**src/rtl/mul_acc_pipe.sv**
```systemverilog
// Fixed-latency pipelined WIDTH x WIDTH multiplier with per-issue accumulate.
// Optional build macro MUL_ACC_PIPE_SAT_EN: saturate the final sum instead of wrapping.
module mul_acc_pipe #(
  parameter int WIDTH   = 32,
  parameter int LATENCY = 3,
  parameter int SIGNED  = 0
) (
  input  logic             clk,
  input  logic             rst,
  input  logic             t,
  input  logic [WIDTH-1:0] a,
  input  logic [WIDTH-1:0] b,
  input  logic             acc,
  output logic [WIDTH-1:0] out,
  output logic             t_out
);
  localparam int PW        = 2 * WIDTH;
  localparam bit IS_SIGNED = (SIGNED != 0);

  logic             s1_valid_reg;
  logic             s1_acc_reg;
  logic [WIDTH-1:0] s1_a_reg;
  logic [WIDTH-1:0] s1_b_reg;

  always_ff @(posedge clk or negedge rst) begin
    if (!rst) begin
      s1_valid_reg <= 1'b0;
      s1_acc_reg   <= 1'b0;
      s1_a_reg     <= '0;
      s1_b_reg     <= '0;
    end else begin
      s1_valid_reg <= t;
      if (t) begin
        s1_acc_reg <= acc;
        s1_a_reg   <= a;
        s1_b_reg   <= b;
      end
    end
  end

  // Extending both operands to PW bits makes one unsigned multiply exact for either signedness.
  logic [PW-1:0] a_x;
  logic [PW-1:0] b_x;
  logic [PW-1:0] prod;

  assign a_x  = {{WIDTH{IS_SIGNED & s1_a_reg[WIDTH-1]}}, s1_a_reg};
  assign b_x  = {{WIDTH{IS_SIGNED & s1_b_reg[WIDTH-1]}}, s1_b_reg};
  assign prod = a_x * b_x;

  logic          fin_valid;
  logic          fin_acc;
  logic [PW-1:0] fin_prod;

  generate
    if (LATENCY == 2) begin : g_direct
      assign fin_valid = s1_valid_reg;
      assign fin_acc   = s1_acc_reg;
      assign fin_prod  = prod;
    end else begin : g_delay
      localparam int DEPTH = LATENCY - 2;

      logic [DEPTH-1:0] dly_valid_reg;
      logic [DEPTH-1:0] dly_acc_reg;
      logic [PW-1:0]    dly_prod_reg [DEPTH];

      always_ff @(posedge clk or negedge rst) begin
        if (!rst) begin
          dly_valid_reg <= '0;
          dly_acc_reg   <= '0;
          for (int i = 0; i < DEPTH; i++) begin
            dly_prod_reg[i] <= '0;
          end
        end else begin
          dly_valid_reg[0] <= s1_valid_reg;
          dly_acc_reg[0]   <= s1_acc_reg;
          dly_prod_reg[0]  <= prod;
          for (int i = 1; i < DEPTH; i++) begin
            dly_valid_reg[i] <= dly_valid_reg[i-1];
            dly_acc_reg[i]   <= dly_acc_reg[i-1];
            dly_prod_reg[i]  <= dly_prod_reg[i-1];
          end
        end
      end

      assign fin_valid = dly_valid_reg[DEPTH-1];
      assign fin_acc   = dly_acc_reg[DEPTH-1];
      assign fin_prod  = dly_prod_reg[DEPTH-1];
    end
  endgenerate

  // The output register doubles as the accumulator: both load the same value on the same edges.
  logic [WIDTH-1:0] res_reg;
  logic             t_out_reg;
  logic [PW:0]      prod_x;
  logic [PW:0]      acc_x;
  logic [PW:0]      sum;
  logic [WIDTH-1:0] res_next;

  assign prod_x = {IS_SIGNED & fin_prod[PW-1], fin_prod};
  assign acc_x  = {{(WIDTH+1){IS_SIGNED & res_reg[WIDTH-1]}}, res_reg};
  assign sum    = fin_acc ? (acc_x + prod_x) : prod_x;

`ifdef MUL_ACC_PIPE_SAT_EN
  always_comb begin
    res_next = sum[WIDTH-1:0];
    if (IS_SIGNED) begin
      if (!sum[PW] && (|sum[PW:WIDTH-1])) begin
        res_next = {1'b0, {(WIDTH-1){1'b1}}};
      end else if (sum[PW] && !(&sum[PW:WIDTH-1])) begin
        res_next = {1'b1, {(WIDTH-1){1'b0}}};
      end
    end else if (|sum[PW:WIDTH]) begin
      res_next = '1;
    end
  end
`else
  logic unused_sum_hi;
  assign unused_sum_hi = ^sum[PW:WIDTH];
  assign res_next      = sum[WIDTH-1:0];
`endif

  always_ff @(posedge clk or negedge rst) begin
    if (!rst) begin
      res_reg   <= '0;
      t_out_reg <= 1'b0;
    end else begin
      t_out_reg <= fin_valid;
      if (fin_valid) begin
        res_reg <= res_next;
      end
    end
  end

  assign out   = res_reg;
  assign t_out = t_out_reg;

endmodule

```
**config.mk**
```make
export PLATFORM = sky130hd
export DESIGN_NAME = mul_acc_pipe
export DESIGN_NICKNAME = d
export VERILOG_FILES = /design/src/rtl/mul_acc_pipe.sv
export SDC_FILE = /design/constraint.sdc
export NUM_CORES = 1
export LEC_CHECK = 0
export BUFFER_PORTS_ARGS = -buffer_cell sky130_fd_sc_hd__buf_2
export CAP_MARGIN = 15
export CORE_MARGIN = 4
export CORE_UTILIZATION = 25
export CTS_CLUSTER_DIAMETER = 80
export DETAILED_ROUTE_END_ITERATION = 10
export PLACE_DENSITY = 0.45
export SETUP_SLACK_MARGIN = 0.5
export SLEW_MARGIN = 20
export SYNTH_ARGS = -nofsm -noshare
export SYNTH_HDL_FRONTEND = slang
export SYNTH_SLANG_ARGS = --single-unit
```
**constraint.sdc**
```tcl
create_clock -name clk -period 6.2 [get_ports clk]
set_input_delay 0.31 -clock clk [delete_from_list [all_inputs] [get_ports clk]]
set_output_delay 0.31 -clock clk [all_outputs]
set_load 0.01 [all_outputs]
```
Yosys cells after proc, flatten, opt, wreduce, memory -nomap -nowiden
Index checks and enable logic that the tools add are counted.
Storage, ports and cells
  register bits after elaboration: 133
  input port bits: 68
  output and inout bits: 33
  word-level logic and storage cells: 12
Operators by class
  $add $sub $neg: 1
  multiply operators: 1
  mux-type cells: 1
Operators with widths (count)
  $add A32 B32 Y32: 1
  $mul A32 B32 Y32: 1
  $mux W32: 1

Depth between registers and ports, before layout
Gate-level depths: netlist of the first run.
  depth in word-level cells: 2
  depth in mapped cells: 26
  gate-level depth less buffers: 24

Worst setup path before layout of the first run
No wires, ideal clock.
  kind: register -> register
  start: register s1_b_reg[3]
  end: register g_delay.dly_prod_reg (netlist bit fin_prod[30])
  library setup time: 0.124 ns
  arrival time: 6.504 ns
  required time: 6.076 ns
  slack: -0.429 ns
  stages on the path, launching flop included: 24
  buffers on the path: 2
  clock period less this slack: 6.629 ns
  cells stage by stage: dfrtp_1 -> clkbuf_1 -> clkbuf_1 -> and2_1 -> fa_1 -> inv_1 -> fa_1 -> fa_1 -> fa_1 -> inv_1 -> fa_1 -> inv_1 -> fa_1 -> inv_1 -> fa_1 -> fa_1 -> ha_1 -> nand4_1 -> nor3_1 -> a21oi_1 -> a311oi_1 -> a22o_1 -> o21ai_0 -> xnor2_1
Between the ends
  cells in the longest elaborated chain, start to end: 1
RTL lines
  from (decl): RTL line 23  | logic [WIDTH-1:0] s1_b_reg;
  from (signal assigned): RTL line 30  | s1_b_reg <= '0;
  from (signal assigned): RTL line 36  | s1_b_reg <= b;
  $mul A32 B32 Y32: RTL line 48  | assign prod = a_x * b_x;
  named net prod[30]: RTL line 44  | logic [PW-1:0] prod;
  to (signal, indexed assignment): RTL line 80  | dly_prod_reg[i] <= dly_prod_reg[i-1];
  to (decl): RTL line 64  | logic [PW-1:0] dly_prod_reg [DEPTH];
The timed path passes the listed nets, and every way through them passes these cells.
A chain may end at the register's enable or synchronous reset.

Final worst setup path of the first run
  start: register s1_b_reg[2]
  end: register g_delay.dly_prod_reg (netlist bit fin_prod[25])
The elaborated chain is that of the path after synthesis.

==> reports/qor.txt, run 1 <==
Dpl hpwl: 55,200 µm
Area growth from synthesis to layout: 20.3%
Critical path launch point type: flip-flop
Max-capacitance violation count: 0
Area of the core: 87,000 µm²
Violations in the final reports: negative setup slack
Distinct cells, synth: 66
Post-synthesis sequential element count: 133
Number of cells on the worst hold path: 2
Wire length of the first global-routing pass: 104,000 µm
Detail-routed via count per cell: 4.33
Type of element capturing the critical path: flip-flop
Most common library cell in the layout ignoring fill and taps: sky130_fd_sc_hd__inv_1
Total Wirelength: 64,700 µm
Sum of negative setup slack: -3.64 ns
Met2 wire len: 29,600 µm
Largest net degree at the start of global routing: 81
Crit-path most repeated cell: sky130_fd_sc_hd__fa_1
Number of nets with antenna violations after routing: 0
Setup Skew: 0.0115 ns
Count of endpoints failing setup in the final report: 14
Detail-routed net length per standard cell: 17.5 µm
CTS tree: yes
Post-synthesis area per instance: 9.63 µm²
Post-synthesis net count: 2,916
Number of CTS-inserted buffers: 17
Aggregate global routing overflow: 0
Most used DFF post-synth: sky130_fd_sc_hd__dfrtp_1
Clock transition at path regs: 0.06 ns
Unrepaired setup endpoints after global routing: yes
Floorplan die width: 305 µm
Drt pass-1 iters: 5
Metal-1 WL: 31,900 µm
DRC viols: 0
Measured slew at the worst slew-check pin: 0.828 ns
Sequential fraction of the synthesis area: 0.151
Number of primary I/O pins: 101
Number of global-route vias before repair: 17,800
Area of all placed cells without fillers: 26,500 µm²
Worst Reg2Reg Path Length in Cells: 24
Async set-or-reset flop fraction in the synthesized netlist: 1.00
Slowest CP cell: sky130_fd_sc_hd__fa_1
Final number of max-transition violations: 0
Instance area at placement: 25,400 µm²
Root Buffer Master: sky130_fd_sc_hd__clkbuf_16
EDFF count, synth: 0
Final critical path time including I/O delays and setup: 6.59 ns
Synthesized netlist cell count: 2,285
Area enclosed by the die boundary: 92,800 µm²
Diodes inserted: 0
Highest net fanout along the worst path: 8
Final-report hold violation count: 0
Initial antenna violation count: 2
Worst slack at placement: -0.578 ns
Std cell rows: 108
Height of the die: 305 µm
Skew-Pair Late Insertion Delay: 0.48 ns
Highest-count cells in the layout ignoring fill and taps: sky130_fd_sc_hd__inv_1 (404), sky130_fd_sc_hd__fa_1 (403), sky130_fd_sc_hd__nand2_1 (288)
Crit Path Class: reg -> reg
Final RePlAce weighted congestion: 0.852
Run status: finished with violations
Synthesized cell area: 22,000 µm²
Highest Signal Layer: met4
Maximum cell stage delay along the critical path: 0.58 ns
Total number of yosys warnings: 0
Starting utilization of the core area: 0.253
Drt initial violations: 715
Number of buffers between clock root and the deepest sink: 2
Tot GR Track Use: 0.143
Final net count: 3,159
Worst hold path type: in -> reg
H-Tree Depth: 4
Highest clock rate: 152 MHz
Critical path data arrival time: 6.95 ns
Fraction of final layout cells sized beyond drive strength 1: 0.208
Via count: 16,000
Fin util: 0.304
Period Utilization, post-route: 1.06
Met3 routed WL: 2330 µm
Required time of the critical path: 6.56 ns
Count of input and output buffers: 100
Slew headroom: 0.448
Min setup slack post-route: -0.394 ns
CTS sink count: 133
Crit path cell chain: buf_12 -> and2_4 -> fa_1 -> inv_1 -> fa_1 -> fa_1 -> inv_2 -> fa_1 -> ha_4 -> ha_4 -> inv_2 -> fa_1 -> inv_1 -> fa_1 -> ha_4 -> or3_4 -> or2_4 -> a311oi_4 -> a21oi_2 -> o21a_1 -> buf_6 -> a31oi_1 -> o21bai_1 -> xor2_1
## logic make-up (layout without fill, tap and decap cells)
kind of cell	after synthesis	after routing	synth area share
AND/OR/NAND/NOR	687	687	0.156
buffers and inverters	521	777	0.0907
AO/OA/AOI/OAI	186	186	0.0557
multiplexers	84	84	0.0420
adder cells (fa/ha/maj)	563	563	0.460
XOR/XNOR	111	111	0.0442
flip-flops	133	133	0.151
## through the flow
stage | cells | hold slack (ns)
floorplan | 2285 | 0.0144
global placement | 3648 | 0.336
detailed placement | 3648 | 0.338
CTS | 3690 | 0.0178
global route | 3696 | 0.0337
finish | 3696 | 0.0592
## cell usage after synthesis (all sizes together), types with 7 or more instances
library cell | n | area share
o31ai | 7 | 0.0032
fa | 409 | 0.37
a21o | 21 | 0.0074
and2 | 273 | 0.078
nor2b | 9 | 0.0026
ha | 154 | 0.088
clkbuf | 111 | 0.020
a21oi | 71 | 0.016
nand3 | 11 | 0.0025
a31oi | 15 | 0.0043
inv | 408 | 0.070
nand2 | 291 | 0.050
mux2i | 18 | 0.0082
mux2 | 66 | 0.034
xnor2 | 83 | 0.033
nand2b | 9 | 0.0026
o21ai | 25 | 0.0057
xor2 | 28 | 0.011
dfrtp | 133 | 0.15
nor2 | 57 | 0.0097
nor3 | 12 | 0.0030
o21a | 10 | 0.0034
## worst max-delay path: cells and delay by family (launching register included)
kind            cells  cell delay [ns]
flops               1             0.46
xor+xnor            1             0.16
fa+ha+maj           9             3.74
compound gates      5             0.86
buf+inv             6             0.48
simple gates        3             0.77
## area by class of cell
cell class / instances / area, µm²
sequential: 133 / 3350
timing repair buffer: 337 / 2470
clock inverter: 12 / 200
clock buffer: 20 / 457
inverter: 408 / 1530
tap: 1155 / 1450
fill: 9248 / 60600
multi-input combinational: 1631 / 17000
## timing repair
item	CTS	global route
endpoints found under the hold margin	79	0
pin swaps	16	22
resized for setup	39	36
hold buffers	1	0
setup endpoints to repair	20	21
buffers inserted	9	5
cloned	0	1
## layer usage
layer	up-vias	global-route usage
li1	7431	-
met1	8242	0.207
met2	280	0.229
met3	39	0.0220
met4	0	0.0281
met5	-	0
## path summary, 6_finish.rpt
check | slack, ns | end | from
max | -0.39 | fin_prod[25] | s1_b_reg[2]
min | 0.06 | s1_b_reg[30] | b[30]
max reg2reg | -0.39 | fin_prod[25] | s1_b_reg[2]
min reg2reg | 0.35 | fin_valid | s1_valid_reg
max in group asynchronous | 4.41 | s1_b_reg[5] | rst
min in group asynchronous | 0.46 | out[0] | rst
Power of run 1 is not shown: default switching activity piles up to over one toggle a cycle in this logic, so the estimate is an artifact.
==> run 2: changes to the inputs <==
--- a/config.mk
+++ b/config.mk
@@ -12,6 +12,7 @@
 export CTS_CLUSTER_DIAMETER = 80
 export DETAILED_ROUTE_END_ITERATION = 10
 export PLACE_DENSITY = 0.45
+export REMOVE_ABC_BUFFERS = 1
 export SETUP_SLACK_MARGIN = 0.5
 export SLEW_MARGIN = 20
 export SYNTH_ARGS = -nofsm -noshare
==> reports/qor.txt, run 2 (same netlist as run 1, synthesis figures left out) <==
Number of buffers between clock root and the deepest sink: 2
Total instance count after detailed placement: 3,662
Number of CTS-inserted buffers: 17
Required time of the critical path: 6.59 ns
Detail-routed via count per cell: 4.28
Sequential cell area: 3340 µm²
Wire length of the first global-routing pass: 104,000 µm
Metal-1 WL: 30,700 µm
Drt initial violations: 723
Final number of max-transition violations: 0
Final net count: 3,194
Crit Path Class: reg -> reg
Final instance count without filler cells: 3,731
Area of all placed cells without fillers: 27,000 µm²
Largest net degree at the start of global routing: 71
Total Wirelength: 65,000 µm
Most common library cell in the layout ignoring fill and taps: sky130_fd_sc_hd__inv_1
Violations in the final reports: negative setup slack
Final-report hold violation count: 0
CTS sink count: 133
Worst hold path type: in -> reg
Number of primary I/O pins: 101
Dpl hpwl: 54,800 µm
Detail-routed net length per standard cell: 17.4 µm
Starting utilization of the core area: 0.253
Count of input and output buffers: 100
Critical path launch point type: flip-flop
Met3 routed WL: 1970 µm
Met2 wire len: 30,700 µm
Unrepaired setup endpoints after global routing: yes
Aggregate global routing overflow: 0
Fill cell instance count of the final layout: 9,135
Slowest CP cell: sky130_fd_sc_hd__fa_1
Diodes inserted: 0
Highest clock rate: 154 MHz
Skew-Pair Late Insertion Delay: 0.48 ns
Highest Signal Layer: met4
Height of the die: 305 µm
Area enclosed by the die boundary: 92,800 µm²
Area of combinational cells with multiple inputs: 17,300 µm²
Clock transition at path regs: 0.07 ns
Area growth from synthesis to layout: 22.9%
Instance area at placement: 25,500 µm²
Final RePlAce weighted congestion: 0.847
Min setup slack post-route: -0.313 ns
Final critical path time including I/O delays and setup: 6.51 ns
Measured slew at the worst slew-check pin: 0.793 ns
Number of nets with antenna violations after routing: 0
Maximum cell stage delay along the critical path: 0.55 ns
Area of the core: 87,000 µm²
Initial antenna violation count: 1
Fin util: 0.311
DRC viols: 0
Tot GR Track Use: 0.144
Period Utilization, post-route: 1.05
Setup Skew: 0.0158 ns
Drt pass-1 iters: 5
Reg-to-reg slack, setup: -0.31 ns
H-Tree Depth: 4
Via count: 16,000
Type of element capturing the critical path: flip-flop
Root Buffer Master: sky130_fd_sc_hd__clkbuf_16
Sum of negative setup slack: -2.41 ns
Crit-path most repeated cell: sky130_fd_sc_hd__fa_1
Highest net fanout along the worst path: 6
Slew headroom: 0.471
Number of global-route vias before repair: 18,000
Fraction of final layout cells sized beyond drive strength 1: 0.233
Floorplan die width: 305 µm
Max-capacitance violation count: 0
Critical path data arrival time: 6.90 ns
Run status: finished with violations
Count of endpoints failing setup in the final report: 13
CTS tree: yes
Std cell rows: 108
Highest-count cells in the layout ignoring fill and taps: sky130_fd_sc_hd__inv_1 (401), sky130_fd_sc_hd__fa_1 (390), sky130_fd_sc_hd__nand2_1 (289)
-- run 2: cell count changes in the layout (fill, tap and decap cells not counted), sizes merged --
cell    before  now
clkbuf      21   17
bufinv       5    0
buf        335  371
inv        409  414
clkinv       3    6
-- run 2: path summary, 6_finish.rpt --
kind                                   start           end  cells past startpoint
worst min register to register  s1_valid_reg     fin_valid                      0
min in group asynchronous                rst  s1_b_reg[11]                      2
worst min-delay path                     acc    s1_acc_reg                      2
worst max register to register   s1_b_reg[3]  fin_prod[28]                     28
max in group asynchronous                rst     fin_valid                      3
worst max-delay path             s1_b_reg[3]  fin_prod[28]                     28
-- run 2: stage by stage --
step	hold slack, ns	setup slack, ns
final	0.0608	-0.313
after global placement	0.335	-0.473
after CTS	0.0155	-0.368
after floorplan	0.0144	-0.412
after detailed placement	0.337	-0.540
after global routing	0.0313	-0.594
-- run 2: metal layers --
layer / vias up / GRT usage
met4: 0 / 0.0424
met1: 8133 / 0.196
met5: - / 0
met3: 65 / 0.0197
li1: 7513 / -
met2: 257 / 0.241
-- run 2: critical path, delay by kind of cell (launching register included) --
| kind | cells | cell delay, ns |
|---|---|---|
| adder cells (fa/ha/maj) | 9 | 3.59 |
| flip-flops | 1 | 0.44 |
| XOR/XNOR | 1 | 0.16 |
| AO/OA/AOI/OAI | 8 | 1.28 |
| AND/OR/NAND/NOR | 1 | 0.13 |
| buffers and inverters | 9 | 0.81 |
-- run 2: what timing repair did --
action	4_1_cts	5_1_grt
endpoints found under the hold margin	69	0
resized for setup	61	90
pin swaps	66	92
hold buffers	1	0
setup endpoints to repair	21	21
buffers inserted	25	11
-- run 2: layout make-up --
cell class / instances / area share
Clock buffer: 17 / 0.0157
Sequential cell: 133 / 0.123
Timing Repair Buffer: 372 / 0.107
Inverter: 408 / 0.0567
Tap cell: 1155 / 0.0535
Multi-Input combinational cell: 1631 / 0.639
Clock inverter: 15 / 0.00454
Power of run 2 is left out for the same reason.
==> run 3: changes to the inputs <==
--- a/config.mk
+++ b/config.mk
@@ -11,7 +11,8 @@
 export CORE_UTILIZATION = 25
 export CTS_CLUSTER_DIAMETER = 80
 export DETAILED_ROUTE_END_ITERATION = 10
-export PLACE_DENSITY = 0.45
+export PLACE_DENSITY_LB_ADDON = 0.15
+export RECOVER_POWER = 50
 export REMOVE_ABC_BUFFERS = 1
 export SETUP_SLACK_MARGIN = 0.5
 export SLEW_MARGIN = 20
==> reports/qor.txt, run 3 (same netlist as run 1, synthesis figures left out) <==
Critical path launch point type: flip-flop
Aggregate global routing overflow: 0
Sum of negative setup slack: -3.72 ns
Skew-Pair Late Insertion Delay: 0.49 ns
Height of the die: 305 µm
H-Tree Depth: 4
Reg-to-reg slack, setup: -0.41 ns
Largest net degree at the start of global routing: 66
Crit path cell chain: buf_6 -> and2_4 -> fa_1 -> inv_1 -> fa_1 -> fa_2 -> fa_1 -> inv_2 -> fa_1 -> inv_2 -> fa_1 -> inv_1 -> fa_1 -> fa_1 -> ha_4 -> nand4_1 -> nor3_2 -> a21oi_2 -> a311oi_2 -> a22o_1 -> o41ai_2 -> xnor2_1
DRC viols: 0
Fraction of final layout cells sized beyond drive strength 1: 0.199
Measured slew at the worst slew-check pin: 3.18 ns
Drt pass-1 iters: 5
Run status: finished with violations
Fin util: 0.307
Highest clock rate: 151 MHz
Wire length of the first global-routing pass: 106,000 µm
Drt initial violations: 512
Dpl hpwl: 56,600 µm
Area enclosed by the die boundary: 92,800 µm²
Final net count: 3,196
Tot GR Track Use: 0.149
Max-capacitance violation count: 3
Number of cells on the worst hold path: 2
Diodes inserted: 0
Worst Reg2Reg Path Length in Cells: 22
Min setup slack post-route: -0.411 ns
Final number of max-transition violations: 169
Number of primary I/O pins: 101
Highest net fanout along the worst path: 4
Maximum cell stage delay along the critical path: 0.58 ns
Required time of the critical path: 6.56 ns
Area of the core: 87,000 µm²
Root Buffer Master: sky130_fd_sc_hd__clkbuf_16
CTS sink count: 133
Area of all placed cells without fillers: 26,800 µm²
Fill cell instance count of the final layout: 9,270
Most common library cell in the layout ignoring fill and taps: sky130_fd_sc_hd__inv_1
Count of input and output buffers: 100
Crit Path Class: reg -> reg
Number of CTS-inserted buffers: 17
FF-to-FF Start: s1_b_reg[2]
Initial antenna violation count: 2
Number of nets with antenna violations after routing: 0
Final-report hold violation count: 0
Crit-path most repeated cell: sky130_fd_sc_hd__fa_1
Violations in the final reports: max-capacitance violations, max-slew violations, negative setup slack
Type of element capturing the critical path: flip-flop
Critical path data arrival time: 6.97 ns
Starting utilization of the core area: 0.253
Via count: 15,800
Hold Path End: s1_b_reg[19]
Final critical path time including I/O delays and setup: 6.61 ns
Period Utilization, post-route: 1.07
Worst slack at placement: -0.581 ns
RR Endpoint: fin_prod[28]
Sequential cell area: 3330 µm²
Worst hold path type: in -> reg
Instance area at placement: 25,400 µm²
Area growth from synthesis to layout: 21.6%
Clock transition at path regs: 0.06 ns
Unrepaired setup endpoints after global routing: yes
Slew headroom: -1.12
Detail-routed via count per cell: 4.25
Count of endpoints failing setup in the final report: 12
Number of global-route vias before repair: 18,000
Area of combinational cells with multiple inputs: 17,000 µm²
Std cell rows: 108
Final RePlAce weighted congestion: 0.816
Highest-count cells in the layout ignoring fill and taps: sky130_fd_sc_hd__inv_1 (404), sky130_fd_sc_hd__fa_1 (399), sky130_fd_sc_hd__nand2_1 (290)
Setup Skew: 0.0148 ns
Origin of the worst min-delay path: b[19]
Floorplan die width: 305 µm
Number of buffers between clock root and the deepest sink: 2
CTS tree: yes
Total Wirelength: 66,200 µm
Detail-routed net length per standard cell: 17.7 µm
Slowest CP cell: sky130_fd_sc_hd__fa_1
[run 3: layout make-up]
type,instances,share of cell area
well taps,1155,0.0540
multi-input cells,1631,0.635
flip-flops and latches,133,0.125
clock inverters,12,0.00748
clock buffers,20,0.0167
repair buffers,374,0.105
inverters,408,0.0572
[run 3: worst max path at each step]
stage	from	to	slack (ns)	cells after the start
floorplan	s1_b_reg[2]	fin_prod[30]	-0.41	21
global placement	s1_b_reg[5]	fin_prod[30]	-0.49	21
finish	s1_b_reg[2]	fin_prod[28]	-0.41	22
CTS	s1_b_reg[2]	fin_prod[28]	-0.44	22
detailed placement	s1_a_reg[9]	fin_prod[30]	-0.58	21
global route	s1_b_reg[2]	fin_prod[28]	-0.66	22
[run 3: per-layer routing]
layer  global-route usage  up-vias  part of all wire
li1                     -     7498                 -
met1                0.205     8052              0.48
met2                0.241      222              0.47
met3               0.0258       71             0.035
met4               0.0406        4             0.023
met5                    0        -           0.00033
[run 3: through the flow]
stage               instances  hold WS [ns]
floorplan                2172        0.0144
global placement         3664         0.303
detailed placement       3664         0.306
CTS                      3728       0.00196
global route             3733        0.0217
finish                   3733        0.0592
[run 3: what timing repair did]
action / in CTS / in global routing
gates resized for setup: 53 / 42
buffers inserted: 17 / 5
gates cloned: 0 / 0
hold endpoints to repair: 60 / 0
hold buffers: 15 / 0
pin swaps: 22 / 24
endpoints found under the setup margin: 21 / 21
[run 3: critical path, delay by kind of cell (launching register included)]
family | cells | cell delay [ns]
XOR/XNOR | 1 | 0.14
flip-flops | 1 | 0.39
buffers and inverters | 5 | 0.33
adder cells (fa/ha/maj) | 9 | 4.41
AO/OA/AOI/OAI | 4 | 0.73
AND/OR/NAND/NOR | 3 | 0.48
Power of run 3 is left out for the same reason.
